<file path="src/rtl/dot_acc_pkg.sv">
// Shared types and sizing helpers for the dot-product accumulator.
// The accumulator width is derived so LEN full-scale products can never
// overflow, which is why the datapath carries no wrap or saturate logic.
package dot_acc_pkg;

    typedef enum logic {
        ACCUM = 1'b0,
        DONE  = 1'b1
    } state_t;

    localparam int DEFAULT_LEN   = 4;
    localparam int DEFAULT_CNT_W = $clog2(DEFAULT_LEN + 1);

    // Product width plus enough headroom bits for LEN summed products
    function automatic int acc_width(input int n, input int m, input int len);
        return n + m + $clog2(len);
    endfunction

    // Width able to hold the count values 0..len inclusive
    function automatic int cnt_width(input int len);
        return $clog2(len + 1);
    endfunction

endpackage

</file>
<file path="src/rtl/dot_beat_counter.sv">
// Modulo-LEN beat counter. last_beat flags that the next increment is the
// LEN-th beat of the current dot product; clr restarts the count at zero and
// wins over inc so an early termination or abort always starts a fresh run.
module dot_beat_counter
    import dot_acc_pkg::*;
#(
    parameter int LEN   = DEFAULT_LEN,
    parameter int CNT_W = DEFAULT_CNT_W
) (
    input  logic             clk,
    input  logic             rst,
    input  logic             inc,
    input  logic             clr,
    output logic [CNT_W-1:0] cnt,
    output logic             last_beat
);

    assign last_beat = (cnt == CNT_W'(LEN - 1));

    // Count accepted beats, wrapping to zero after the LEN-th one
    always_ff @(posedge clk) begin
        if (rst || clr) begin
            cnt <= '0;
        end else if (inc) begin
            if (last_beat) begin
                cnt <= '0;
            end else begin
                cnt <= cnt + CNT_W'(1);
            end
        end
    end

endmodule

</file>
<file path="src/rtl/dot_product_accumulator.sv">
// Serial dot-product accumulator placed after an N x M array multiplier.
// Sums LEN consecutive accepted products and holds the result on a
// valid/ready port until the consumer takes it; no beats are accepted while
// a result is pending. clr aborts any partial or pending result.
// Optional macro DOT_EARLY_LAST_EN adds an in_last input that can close a
// dot product before LEN beats have been taken.
module dot_product_accumulator
    import dot_acc_pkg::*;
#(
    parameter  int N     = 4,
    parameter  int M     = 4,
    parameter  int LEN   = 4,
    localparam int ACC_W = acc_width(N, M, LEN),
    localparam int CNT_W = cnt_width(LEN)
) (
    input  logic             clk,
    input  logic             rst,
    input  logic             clr,
    input  logic             in_valid,
    output logic             in_ready,
    input  logic [N+M-1:0]   in_prod,
`ifdef DOT_EARLY_LAST_EN
    input  logic             in_last,
`endif
    output logic             out_valid,
    input  logic             out_ready,
    output logic [ACC_W-1:0] out_sum,
    output logic [CNT_W-1:0] out_cnt
);

    state_t           state;
    state_t           next_state;
    logic             accept;
    logic             finish;
    logic             early_last;
    logic             last_beat;
    logic             cnt_clr;
    logic [CNT_W-1:0] cnt;
    logic [ACC_W-1:0] acc;
    logic [ACC_W-1:0] acc_next;

`ifdef DOT_EARLY_LAST_EN
    assign early_last = in_last;
`else
    assign early_last = 1'b0;
`endif

    assign in_ready  = (state == ACCUM) && !clr;
    assign accept    = in_valid && in_ready;
    assign finish    = accept && (last_beat || early_last);
    assign acc_next  = acc + ACC_W'(in_prod);
    assign cnt_clr   = clr || finish;
    assign out_valid = (state == DONE);

    dot_beat_counter #(
        .LEN   (LEN),
        .CNT_W (CNT_W)
    ) u_beat_counter (
        .clk       (clk),
        .rst       (rst),
        .inc       (accept),
        .clr       (cnt_clr),
        .cnt       (cnt),
        .last_beat (last_beat)
    );

    // State register; reset returns to collecting products
    always_ff @(posedge clk) begin
        if (rst) begin
            state <= ACCUM;
        end else begin
            state <= next_state;
        end
    end

    // Next state: clr overrides everything, otherwise finish or handshake advance
    always_comb begin
        next_state = state;
        if (clr) begin
            next_state = ACCUM;
        end else begin
            case (state)
                ACCUM: begin
                    if (finish) begin
                        next_state = DONE;
                    end
                end
                DONE: begin
                    if (out_ready) begin
                        next_state = ACCUM;
                    end
                end
                default: next_state = ACCUM;
            endcase
        end
    end

    // Accumulate accepted products and capture the result on the closing beat
    always_ff @(posedge clk) begin
        if (rst) begin
            acc     <= '0;
            out_sum <= '0;
            out_cnt <= '0;
        end else if (clr) begin
            acc <= '0;
        end else if (accept) begin
            if (finish) begin
                out_sum <= acc_next;
                out_cnt <= cnt + CNT_W'(1);
                acc     <= '0;
            end else begin
                acc <= acc_next;
            end
        end
    end

endmodule

</file>
<file path="config.mk">
export PLATFORM = sky130hd
export DESIGN_NAME = dot_product_accumulator
export DESIGN_NICKNAME = d
export VERILOG_FILES = /design/src/rtl/dot_acc_pkg.sv /design/src/rtl/dot_beat_counter.sv /design/src/rtl/dot_product_accumulator.sv
export SDC_FILE = /design/constraint.sdc
export NUM_CORES = 1
export LEC_CHECK = 0
export BUFFER_PORTS_ARGS = -buffer_cell sky130_fd_sc_hd__buf_2
export CORE_UTILIZATION = 58
export DETAILED_ROUTE_END_ITERATION = 10
export HOLD_SLACK_MARGIN = 0.08
export PLACE_DENSITY = 0.85
export SYNTH_ARGS = -nofsm -noshare
export SYNTH_HDL_FRONTEND = slang
export SYNTH_HIERARCHICAL = 1
export SYNTH_SLANG_ARGS = --single-unit
</file>
<file path="constraint.sdc">
create_clock -name clk -period 3.9 [get_ports clk]
set_input_delay 0.585 -clock clk [delete_from_list [all_inputs] [get_ports clk]]
set_output_delay 0.585 -clock clk [all_outputs]
set_load 0.005 [all_outputs]
</file>
* Yosys cells after proc, flatten, opt, wreduce, memory -nomap -nowiden
Index checks and enable logic that the tools add are counted.
** Cells by class
- $add $sub $neg :: 2
- Reduce and logical (&&, ||, !) cells :: 8
- Bitwise gates (word level) :: 2
- Multiplexer cells :: 5
- Equality and inequality tests :: 1
** Operators by type and width (number)
- 10-bit by 8-bit adder with 10-bit output :: 1
- 10-bit 2-to-1 mux :: 1
- 3-bit by 1-bit adder with 3-bit output (second input constant) :: 1
- 3-bit by 2-bit equality test with 1-bit output (second input constant) :: 1
- 1-bit logical AND :: 3
- 3-bit 2-to-1 mux :: 1
- 3-bit AND reduction :: 1
- 1-bit logical OR :: 2
- 1-bit 2-to-1 mux :: 2
- 1-bit inverter :: 2
- 1-bit case mux with 2 select lines :: 1
- 2-bit OR reduction :: 1
- 1-bit zero test :: 1
** Storage, ports and cells
- Register bits :: 27
- Input bits :: 13
- Word-level logic and storage cells :: 23
- Output and inout bits :: 15

* Logic depth before layout (Yosys ltp)
- Depth in word-level cells :: 6
- Gate-level depth with buffers :: 9
- Gate-level depth less buffers :: 8

* Modules after synthesis
The synthesis kept the hierarchy.
** Modules (own cells, without submodules)
- dot_product_accumulator :: seq. area each 480.5 um^2, cells an instance 157, instances 1, area an instance 1341.3 um^2
- dot_beat_counter :: seq. area each 60.1 um^2, cells an instance 14, instances 1, area an instance 132.6 um^2

* Worst setup path after synthesis
Ideal clock, no wire load.
- Path type :: input to register
- Start point :: in in_prod[0]
- End point :: reg acc[8]
- Library setup time :: 71 ps
- Arrival time :: 2137 ps
- Buffers on the path :: 0
- Setup slack :: 1693 ps
- Stages on the path :: 8
- Required time :: 3829 ps
- Cell sequence :: ha_1 inv_1 fa_1 nand2b_1 a21oi_2 a21oi_1 or4_1 a21oi_1
** On the way
- Cells in the longest elaborated chain, start to end :: 2
** Ends and longest elaborated chain
- start, declared :: RTL line dot_product_accumulator.sv:21 : input logic [N+M-1:0] in_prod,
- 10-bit by 8-bit adder with 10-bit output :: RTL line dot_product_accumulator.sv:51 : assign acc_next = acc + ACC_W'(in_prod);
- 10-bit 2-to-1 mux :: RTL line dot_product_accumulator.sv:107 : if (finish) begin
- end signal, assigned :: RTL line dot_product_accumulator.sv:112 : acc <= acc_next;
- end, declared :: RTL line dot_product_accumulator.sv:39 : logic [ACC_W-1:0] acc;
Every way passes these cells.
A chain may end at the register's enable or synchronous reset.

* Worst setup path after layout
- Start point :: reg u_beat_counter.cnt[0]
- End point :: reg out_sum[6]
** On the way
- Cells in the longest elaborated chain, start to end :: 3
** Ends and longest elaborated chain
- start, declared :: RTL line dot_beat_counter.sv:14 : output logic [CNT_W-1:0] cnt,
- start signal, assigned :: RTL line dot_beat_counter.sv:28 : cnt <= cnt + CNT_W'(1);
- 3-bit by 2-bit equality test with 1-bit output :: RTL line dot_beat_counter.sv:18 : assign last_beat = (cnt == CNT_W'(LEN - 1));
- net last_beat :: RTL line dot_product_accumulator.sv:36 : logic last_beat;
- 1-bit logical AND :: RTL line dot_product_accumulator.sv:50 : assign finish = accept && (last_beat || early_last);
- 3-bit AND reduction (no line)
- end signal, assigned :: RTL line dot_product_accumulator.sv:108 : out_sum <= acc_next;
- end, declared :: RTL line dot_product_accumulator.sv:27 : output logic [ACC_W-1:0] out_sum,
The timed path passes the listed nets, and every way through them passes these cells.

==> impl_results.md <==
* Clk pin slew, worst setup/hold paths at roughly 0.14 ns
* Critical Path Sink Type: flop
* CTS Hold Bufs at 0
* Total GRT Usage at between 20% and 30%
* Worst EP arrival at 2.60 ns
* H-tree lvl count at 1
* Fraction of registers with async set/reset at 0%
* EDFF count, synth at 0
* Worst skew pair latency at between 0.3 and 0.4 ns
* Detail Route Antenna Nets at 0
* Die Ht at ~52 um
* Cells after Synth at approximately 170
* Main synth FF type: dfxtp_1
* Share of Yosys cell area claimed by the top area cell type at 36.7%
* CTS Buffer Depth at 2
* Post-CTS Resized at 0
* Synth top area cells: dfxtp_1 37%, ha_1 8.5%, a21oi_1 5.8%, nand2_1 4.6%, nor2_1 4.1%
* First drt pass iteration count at 4
* WHS at 0.466 ns
* Hold Vio Cnt, Final at 0
* Max-slew headroom at 57.4%
* WS Path Type: reg2reg
* Post-synth top cells: 27 x dfxtp_1, 18 x nand2_1, 17 x a21oi_1
* Switching part of the total at 26.1%
* GPL Wtd Cong at slightly below 0.9
* Num rows at 17
* Die area at around 2700 sq um
* Sink Count at 27
* Clock power share at around a quarter
* Post-layout min period at about 2.3 ns
* Final period util at 59.4%
* Ant diodes at 0
* CTS root buffer: clkbuf_4
* DR vias/cell at roughly 6
* Critical Path RT at 4.18 ns
* Syn-to-layout area delta at 10.8%
* Via count at 1369
* Core Box Area at between 2000 and 2500 sq um
* IO buf count at 27
* Power Density at around 280 nW/um^2
* Worst-Margin Slew at 0.637 ns
* Netlist cell types at between 40 and 50
* I/O pin cnt at 28
* Vias in the first global route at 1234
* Outcome: complete, no violations
* P_sw at 0.000120 W
* Syn Nets at between 150 and 200
* Layout cells sized above 1 at roughly a fifth
* RSZ-0062 raised after global routing: false
* Worst vdd ir at around 0.19 mV
* TNS Setup at 0 ns
* Largest net degree at the start of global routing at 21
* Maxcap violations at 0
* Yosys warnings at 6
* Max-slew violation count at 0
* WL per Instance at ~15 um
* Synth area leader: dfxtp_1
* Post-synthesis cell area at ~1500 sq um
* Final core utilization at between 70% and 80%
* Clock Skews at ~0.0036 ns
* Max Clk Rate at 432 MHz
* Final wirelength at 3.32 mm
* Syn avg cell area at 8.62 sq um
* Initial DRC Count at 47
* Nets at ~220
* Class of the worst hold path: reg2reg
* Leak at around 0.69 nW
* CP Launch Type: flop
* First-pass GRT wire length at 5.49 mm
* HPWL Detailed at about 2.5 mm
* Setup Viol. Count Final at 0
* Total setup buffers inserted after CTS at 0
* Int Power at between 0.0003 and 0.0004 W
* CTS buffer count at 3
* Initial core utilization at between 60 and 70%
* Flop pwr share at ~60%
* Remaining global-route overflow at 0
* Sequential share of the synthesized area at a little under two fifths
* Die width at roughly 52 um
* CTS tree: built
* Combinational power share at between 10% and 20%
* Synthesized flop and latch total at 27
* DRC at 0
* Initial antenna violation count at 0
* Crit path max fanout at 17
* Most numerous cell in the Yosys netlist: dfxtp_1
-- placed cells by master (no fill, tap or decap), types with 2 or more instances in the layout --
cell type	count
mux2i_1	2
a211oi_1	4
a311o_1	3
o21ai_1	3
o211ai_1	2
ha_1	10
a21oi_1	17
a31oi_1	2
nor4_1	3
buf_2	27
nor2_1	16
and4_1	2
and2_1	2
or4_1	3
dfxtp_1	27
xor2_1	3
nand3_1	5
nor4b_1	2
a21o_1	4
nand2b_1	5
nand2_1	18
clkbuf_4	3
xnor2_1	2
a32o_1	2
nor3_1	5
inv_1	5
-- worst paths after layout --
check	start	endpoint	slack, ns	cells after the start
max reg2reg	u_beat_counter/cnt[0]	out_sum[6]	1.58	5
min reg2reg	out_cnt[1]	out_cnt[1]	0.47	2
max	u_beat_counter/cnt[0]	out_sum[6]	1.58	5
min	out_cnt[1]	out_cnt[1]	0.47	2
-- final cells by class --
| type | count | area [sq um] |
|---|---|---|
| repair buffers | 27 | 135 |
| flip-flops and latches | 27 | 541 |
| well taps | 28 | 35.0 |
| clock buffers | 4 | 26.3 |
| multi-input cells | 130 | 873 |
| inverters | 6 | 22.5 |
| fillers | 187 | 664 |
-- worst max-delay path, stage by stage, from the launching register on --
cell     delay, ns
dfxtp_1       0.43
ha_1          0.20
nor2b_2       0.54
nand2_1       0.52
nor4b_1       0.42
a311o_1       0.16
-- logic make-up (layout without fill, tap and decap cells) --
| logic type | Yosys count | count (layout) | share of synthesized area (%) |
|---|---|---|---|
| buffers and inverters | 14 | 37 | 4.07 |
| adders and majority gates | 11 | 11 | 9.85 |
| xor gates and xnor gates | 5 | 5 | 2.97 |
| muxes | 2 | 2 | 1.36 |
| and+or+nand+nor | 67 | 67 | 23.3 |
| DFF | 27 | 27 | 36.7 |
| AOI/OAI and AO/OA | 45 | 45 | 21.8 |
-- per-layer routing --
metal  vias to the layer above  GRT usage [%]  part of all wire, %
li1                        670              -                    -
met5                         -              0                    0
met3                         2           3.77                  8.1
met1                       635           36.3                   44
met2                        62           44.1                   48
met4                         0           8.33                 0.51
-- stage by stage --
step / area, sq um / cells / power [W] / worst slack (ns)
final: 1630 / 222 / 0.000460 / 1.58
after global routing: 1630 / 222 / 0.000477 / 1.38
after CTS: 1630 / 222 / 0.000461 / 1.61
after detailed placement: 1610 / 218 / 0.000344 / 1.42
after global placement: 1610 / 218 / 0.000341 / 1.49
after floorplan: 1470 / 171 / 0.000326 / 1.69
-- state kept, by name, summed over array words and instances (netlist names) --
register and flops:
out_valid 1, acc 10, out_cnt 3, out_sum 10, u_beat_counter/cnt 3
-- power by group through the flow --
stage | clock, W | sequential, W | combinational, W
2_1_floorplan | 0 | 0.000286 | 0.0000400
3_3_place_gp | 0 | 0.000286 | 0.0000547
3_5_place_dp | 0 | 0.000286 | 0.0000573
4_1_cts | 0.000123 | 0.000280 | 0.0000575
5_1_grt | 0.000132 | 0.000281 | 0.0000639
6_report | 0.000121 | 0.000280 | 0.0000586
Power figures use the tool's default switching activity.
